### src/rtl/uart_pkg.sv
// -----------------------------------------------------------------------------
// uart_pkg
// Shared types, sampling constants and helpers for the UART receive path.
//   rx_state_e  : receiver FSM states
//   SAMPLE_*    : oversample indices used for the 3-sample majority vote
//   maj3()      : majority of three samples
//   even_par()  : even-parity bit of a data byte
// -----------------------------------------------------------------------------
package uart_pkg;

  typedef enum logic [2:0] {
    RX_IDLE   = 3'd0,
    RX_START  = 3'd1,
    RX_DATA   = 3'd2,
    RX_PARITY = 3'd3,
    RX_STOP   = 3'd4
  } rx_state_e;

  localparam int unsigned OVERSAMPLE  = 16;
  localparam logic [3:0]  SAMPLE_LO   = 4'd7;
  localparam logic [3:0]  SAMPLE_MID  = 4'd8;
  localparam logic [3:0]  SAMPLE_HI   = 4'd9;
  localparam logic [3:0]  SAMPLE_LAST = 4'd15;
  localparam int unsigned DATA_BITS   = 8;

  function automatic logic maj3(input logic a, input logic b, input logic c);
    return (a & b) | (a & c) | (b & c);
  endfunction

  function automatic logic even_par(input logic [7:0] d);
    return ^d;
  endfunction

endpackage

### src/rtl/uart_baud_tick.sv
// -----------------------------------------------------------------------------
// uart_baud_tick
// Divides clk down to the 16x oversample tick. Counts 0..DIVISOR-1 and pulses
// o_tick when the count reaches DIVISOR-1. i_clr synchronously restarts the
// count at 0 (and suppresses the tick) so a frame starts phase-aligned.
//   clk, rst (async, active-low), i_clr, o_tick
// -----------------------------------------------------------------------------
module uart_baud_tick #(
  parameter int unsigned DIVISOR = 4
) (
  input  logic clk,
  input  logic rst,
  input  logic i_clr,
  output logic o_tick
);

  localparam logic [15:0] CNT_LAST = 16'(DIVISOR - 1);

  logic [15:0] r_cnt;

  assign o_tick = (r_cnt == CNT_LAST) && !i_clr;

  // divider counter, wraps at DIVISOR-1
  always_ff @(posedge clk or negedge rst) begin
    if (!rst) begin
      r_cnt <= 16'd0;
    end else if (i_clr || (r_cnt == CNT_LAST)) begin
      r_cnt <= 16'd0;
    end else begin
      r_cnt <= r_cnt + 16'd1;
    end
  end

endmodule

### src/rtl/uart_rx_sampler.sv
// -----------------------------------------------------------------------------
// uart_rx_sampler
// 16x oversampling UART receiver with majority vote (samples 7/8/9), start-bit
// glitch rejection, framing/overrun pulses and a valid/ready holding register.
// Optional even parity is compiled in with the macro UART_RX_PARITY_EN.
//   clk, rst (async, active-low)
//   rx_i          raw serial line (idle high)
//   cfg_en_i      receiver enable; 0 returns the FSM to IDLE
//   rx_data_o / rx_valid_o / rx_ready_i   byte handshake
//   frame_err_o, overrun_o, parity_err_o  one-cycle event pulses
//   busy_o        FSM not idle
// -----------------------------------------------------------------------------
module uart_rx_sampler
  import uart_pkg::*;
#(
  parameter int unsigned DIVISOR = 4
) (
  input  logic       clk,
  input  logic       rst,
  input  logic       rx_i,
  input  logic       cfg_en_i,
  output logic [7:0] rx_data_o,
  output logic       rx_valid_o,
  input  logic       rx_ready_i,
  output logic       frame_err_o,
  output logic       overrun_o,
`ifdef UART_RX_PARITY_EN
  output logic       parity_err_o,
`endif
  output logic       busy_o
);

  rx_state_e   r_state;
  logic        r_sync1, r_sync2, r_rx_prev;
  logic [3:0]  r_samp;
  logic [2:0]  r_bit_idx;
  logic        r_s_lo, r_s_mid;
  logic [7:0]  r_shift;
  logic [7:0]  r_data;
  logic        r_valid;
  logic        r_frame_err;
  logic        r_overrun;
`ifdef UART_RX_PARITY_EN
  logic        r_par_bit;
  logic        r_parity_err;
`endif

  logic w_tick;
  logic w_fall;
  logic w_vote;
  logic w_tick_clr;

  // Synchronizer and edge-detect flops idle high so reset never looks like a start edge.
  always_ff @(posedge clk or negedge rst) begin
    if (!rst) begin
      r_sync1   <= 1'b1;
      r_sync2   <= 1'b1;
      r_rx_prev <= 1'b1;
    end else begin
      r_sync1   <= rx_i;
      r_sync2   <= r_sync1;
      r_rx_prev <= r_sync2;
    end
  end

  assign w_fall     = r_rx_prev & ~r_sync2;
  // Third vote sample is the live synced level at the sample-9 tick.
  assign w_vote     = maj3(r_s_lo, r_s_mid, r_sync2);
  // Holding the divider clear in IDLE guarantees count 0 on entry to START.
  assign w_tick_clr = (r_state == RX_IDLE) || !cfg_en_i;

  uart_baud_tick #(.DIVISOR(DIVISOR)) u_baud (
    .clk    (clk),
    .rst    (rst),
    .i_clr  (w_tick_clr),
    .o_tick (w_tick)
  );

  // Receiver FSM, sampling, holding register and event pulses.
  always_ff @(posedge clk or negedge rst) begin
    if (!rst) begin
      r_state     <= RX_IDLE;
      r_samp      <= 4'd0;
      r_bit_idx   <= 3'd0;
      r_s_lo      <= 1'b1;
      r_s_mid     <= 1'b1;
      r_shift     <= 8'h00;
      r_data      <= 8'h00;
      r_valid     <= 1'b0;
      r_frame_err <= 1'b0;
      r_overrun   <= 1'b0;
`ifdef UART_RX_PARITY_EN
      r_par_bit    <= 1'b0;
      r_parity_err <= 1'b0;
`endif
    end else begin
      r_frame_err <= 1'b0;
      r_overrun   <= 1'b0;
`ifdef UART_RX_PARITY_EN
      r_parity_err <= 1'b0;
`endif
      // Handshake drains the holding register; a same-cycle load below overrides.
      if (r_valid && rx_ready_i) begin
        r_valid <= 1'b0;
      end

      if (!cfg_en_i) begin
        r_state <= RX_IDLE;
        r_samp  <= 4'd0;
      end else begin
        case (r_state)
          RX_IDLE: begin
            r_samp    <= 4'd0;
            r_bit_idx <= 3'd0;
            if (w_fall) begin
              r_state <= RX_START;
            end
          end
          default: begin
            if (w_tick) begin
              r_samp <= r_samp + 4'd1;
              if (r_samp == SAMPLE_LO)  r_s_lo  <= r_sync2;
              if (r_samp == SAMPLE_MID) r_s_mid <= r_sync2;
              case (r_state)
                RX_START: begin
                  if ((r_samp == SAMPLE_HI) && w_vote) begin
                    r_state <= RX_IDLE;
                  end else if (r_samp == SAMPLE_LAST) begin
                    r_state   <= RX_DATA;
                    r_bit_idx <= 3'd0;
                  end
                end
                RX_DATA: begin
                  if (r_samp == SAMPLE_HI) begin
                    r_shift <= {w_vote, r_shift[7:1]};
                  end else if (r_samp == SAMPLE_LAST) begin
                    if (r_bit_idx == 3'(DATA_BITS - 1)) begin
`ifdef UART_RX_PARITY_EN
                      r_state <= RX_PARITY;
`else
                      r_state <= RX_STOP;
`endif
                    end else begin
                      r_bit_idx <= r_bit_idx + 3'd1;
                    end
                  end
                end
`ifdef UART_RX_PARITY_EN
                RX_PARITY: begin
                  if (r_samp == SAMPLE_HI) begin
                    r_par_bit <= w_vote;
                  end else if (r_samp == SAMPLE_LAST) begin
                    r_state <= RX_STOP;
                  end
                end
`endif
                RX_STOP: begin
                  // Decide at sample 9 and leave immediately: half a bit of slack for the next start.
                  if (r_samp == SAMPLE_HI) begin
                    r_state <= RX_IDLE;
                    if (w_vote) begin
`ifdef UART_RX_PARITY_EN
                      r_parity_err <= even_par(r_shift) ^ r_par_bit;
`endif
                      if (!r_valid || rx_ready_i) begin
                        r_data  <= r_shift;
                        r_valid <= 1'b1;
                      end else begin
                        r_overrun <= 1'b1;
                      end
                    end else begin
                      r_frame_err <= 1'b1;
                    end
                  end
                end
                default: begin
                  r_state <= RX_IDLE;
                end
              endcase
            end
          end
        endcase
      end
    end
  end

  assign rx_data_o   = r_data;
  assign rx_valid_o  = r_valid;
  assign frame_err_o = r_frame_err;
  assign overrun_o   = r_overrun;
`ifdef UART_RX_PARITY_EN
  assign parity_err_o = r_parity_err;
`endif
  assign busy_o      = (r_state != RX_IDLE);

endmodule
### config.mk
export PLATFORM = sky130hd
export DESIGN_NAME = uart_rx_sampler
export DESIGN_NICKNAME = d
export VERILOG_FILES = /design/src/rtl/uart_pkg.sv /design/src/rtl/uart_baud_tick.sv /design/src/rtl/uart_rx_sampler.sv
export SDC_FILE = /design/constraint.sdc
export NUM_CORES = 1
export LEC_CHECK = 0
export ABC_CLOCK_PERIOD_IN_PS = 3150
export BUFFER_PORTS_ARGS = -buffer_cell sky130_fd_sc_hd__buf_2
export CORE_MARGIN = 2
export CORE_UTILIZATION = 39
export CTS_BUF_LIST = sky130_fd_sc_hd__clkbuf_16
export DETAILED_ROUTE_END_ITERATION = 10
export GPL_TIMING_DRIVEN = 0
export PLACE_DENSITY_LB_ADDON = 0.25
export RECOVER_POWER = 50
export SLEW_MARGIN = 20
export SYNTH_ARGS = -nofsm -noshare
export SYNTH_HDL_FRONTEND = slang
export SYNTH_SLANG_ARGS = --single-unit
### constraint.sdc
create_clock -name clk -period 3.15 [get_ports clk]
set_input_delay 0.1575 -clock clk [delete_from_list [all_inputs] [get_ports clk]]
set_output_delay 0.1575 -clock clk [all_outputs]
set_load 0.005 [all_outputs]
==> reports/metrics.csv <==
metric,value,unit
fin_worst_skew,6.45,ps
fin_hold_ws,164,ps
min_period,2110,ps
grtUsageTotal,12.3,%
path_cells,ha_1 -> nor4b_4 -> and4_1 -> nand4_2 -> nor2b_2 -> buf_6 -> mux2_4,
nets,240,
worst_skew_pair.late_latency,290,ps
coreArea,5990,sq um
antenna_cells,0,
fin_crit_sh,67.1,%
cts_sinks,50,
clkTransAtPathRegs,70,ps
crit_path_max_fanout,8,
pin_count,17,
first_pass_iters,4,
die_area,6890,sq um
grt-ovfl-total,0,
syn2layout_area_growth,13.8,%
drtAntennaViolNets,0,
postCtsSetupRepairBufs,0,
worst_slew_pin_slew,1210,ps
ctsLongestPathBuffers,2,
grt_pass1_vias,1430,
powerDensity,531,nW/um^2
synthesis.nets,215,
wl_per_cell,12.6,um
grt_pass1_wl,6.87,mm
ir_drop,0.000269,V
vias_per_cell,4.91,
cts_tree,yes,
layout_common_cells,"dfrtp_1, nor2_1, buf_2",
nFillCells,567,
worstSetupPathType,flop to flop,
arrival,2290,ps
setup_viol,0,
cp.required,3320,ps
end_kind,flop,
yosys_register_bits,50,
worst_slew_margin_rel,19.7,%
maxCapViolations,0,
clockRootBuffer,clkbuf_16,
fin_area,2770,sq um
drt-initial-drc-count,46,
max_freq,0.473,GHz
die_h,83.0,um
critPathMaxStageDelay,400,ps
crit_slowest_cell,dfrtp_1,
p_leak,1.32,nW
synth_cell_type_count,44,
cts_buffers,5,
finalHoldViolations,0,
htreeDepth,2,
yosysWarnings,0,
synth.top_cells.by_area,"dfrtp_1, dfstp_2, mux2_4",
antenna_found_initial,0,
rr_worst_depth,7,
ys.flop_type,dfrtp_1,
grt_max_degree,51,
fin_tns_setup,0,ps
syn_inst,204,
layout_commonest_cell,dfrtp_1,
hpwl,2.70,mm
ctsHoldBuffers,1,
rsz0062_at_grt,no,
syn_avg_cell_area,11.9,sq um
yosys.area.top_type_share,46.3,%
io_buffers,16,
yosysTopAreaCell,dfrtp_1,
routed_wl,3.84,mm
gp_congestion,0.753,
row_count,28,
whs_path_depth,3,
initial_core_util,40.6,%
die_x,83.0,um
drive_gt1_share,24.3,%
maxSlewViolCount,0,
yosysSeqAreaShare,51.7,%
cp-start-kind,flop,
cts_resized,0,
status,"complete, no violations",
vias,1498,
place_area,2610,sq um
hp-class,input port to flop,
synth-edff-count,0,
drc,0,
synth_area,2430,sq um
power,0.00147,W
synth-async-reset-ratio,100,%
cells by family after synthesis:
kind of cell,synth area share (%)
buffers and inverters,2.16
xor gates and xnor gates,6.12
and+or+nand+nor,21.8
muxes,10.5
adders and majority gates,3.50
AOI/OAI and AO/OA,4.27
DFF,51.7
worst max-delay path, delay by kind of cell, from the launching register on:
| family | cells | cell delay (ps) |
|---|---|---|
| adder cells (fa/ha/maj) | 1 | 280 |
| buffers and inverters | 1 | 160 |
| flip-flops | 1 | 400 |
| multiplexers | 1 | 300 |
| AND/OR/NAND/NOR | 4 | 850 |
state kept, by name, indices dropped and copies added (netlist names), 3 cells and up:
| signal | flops |
|---|---|
| r_samp | 4 |
| u_baud.r_cnt | 16 |
| r_shift | 8 |
| r_bit_idx | 3 |
| rx_data_o | 8 |
| r_state | 3 |
stage by stage:
step	utilization [%]	cells	worst slack [ps]
2_1_floorplan	-	204	1270
3_5_place_dp	43.5	295	1010
6_report	46.2	305	1040
5_1_grt	46.2	305	847
3_3_place_gp	43.5	295	1020
4_1_cts	46.1	304	1000
cell type report:
class	count	area [sq um]	area share (%)
sequential	50	1260	45.4
multi-input combinational	144	1120	40.6
clock buffer	5	125	4.52
timing repair buffer	18	100	3.61
tap	75	93.8	3.39
buffer	5	33.8	1.22
inverter	5	18.8	0.678
clock inverter	3	17.5	0.632
power by group:
group	internal (W)	switching [W]	leakage (nW)	total, W
Clock	0.000293	0.000228	0.0754	0.000521
Sequential	0.000671	0.0000280	0.677	0.000699
Combinational	0.0000935	0.000156	0.563	0.000250
per-layer routing:
layer | vias to the layer above | track usage [%] | part of all wire, %
li1 | 762 | - | -
met1 | 708 | 16.3 | 49
met2 | 21 | 18.9 | 46
met3 | 7 | 2.98 | 3.4
met4 | 0 | 5.81 | 2.1
met5 | - | 0 | 0
path summary, 6_finish.rpt:
path                                  from          endpoint  slack, ps
max                        u_baud.r_cnt[0]      rx_data_o[4]       1040
min                             rx_ready_i        rx_valid_o        160
max reg2reg                u_baud.r_cnt[0]      rx_data_o[4]       1040
min reg2reg                        r_sync1           r_sync2        360
max in group asynchronous              rst        r_state[2]       1760
min in group asynchronous              rst  u_baud.r_cnt[11]        650
synth_stat cells, types with 2 or more instances:
library cell and n:
a21o_1 2, a21oi_1 2, and3_1 3, and4_1 3, and4_2 2, buf_2 3
dfrtp_1 45, dfstp_2 5, ha_1 6, inv_1 5, mux2_1 10, mux2_2 2
mux2_4 8, nand2_1 17, nand2b_1 4, nand3_1 10, nand4_1 2, nand4_2 2
nor2_1 25, nor3_1 5, nor4_1 3, nor4_4 2, o21ai_0 2, xnor2_1 5
xor2_1 12
No activity file was read; power rests on OpenSTA's default activity.
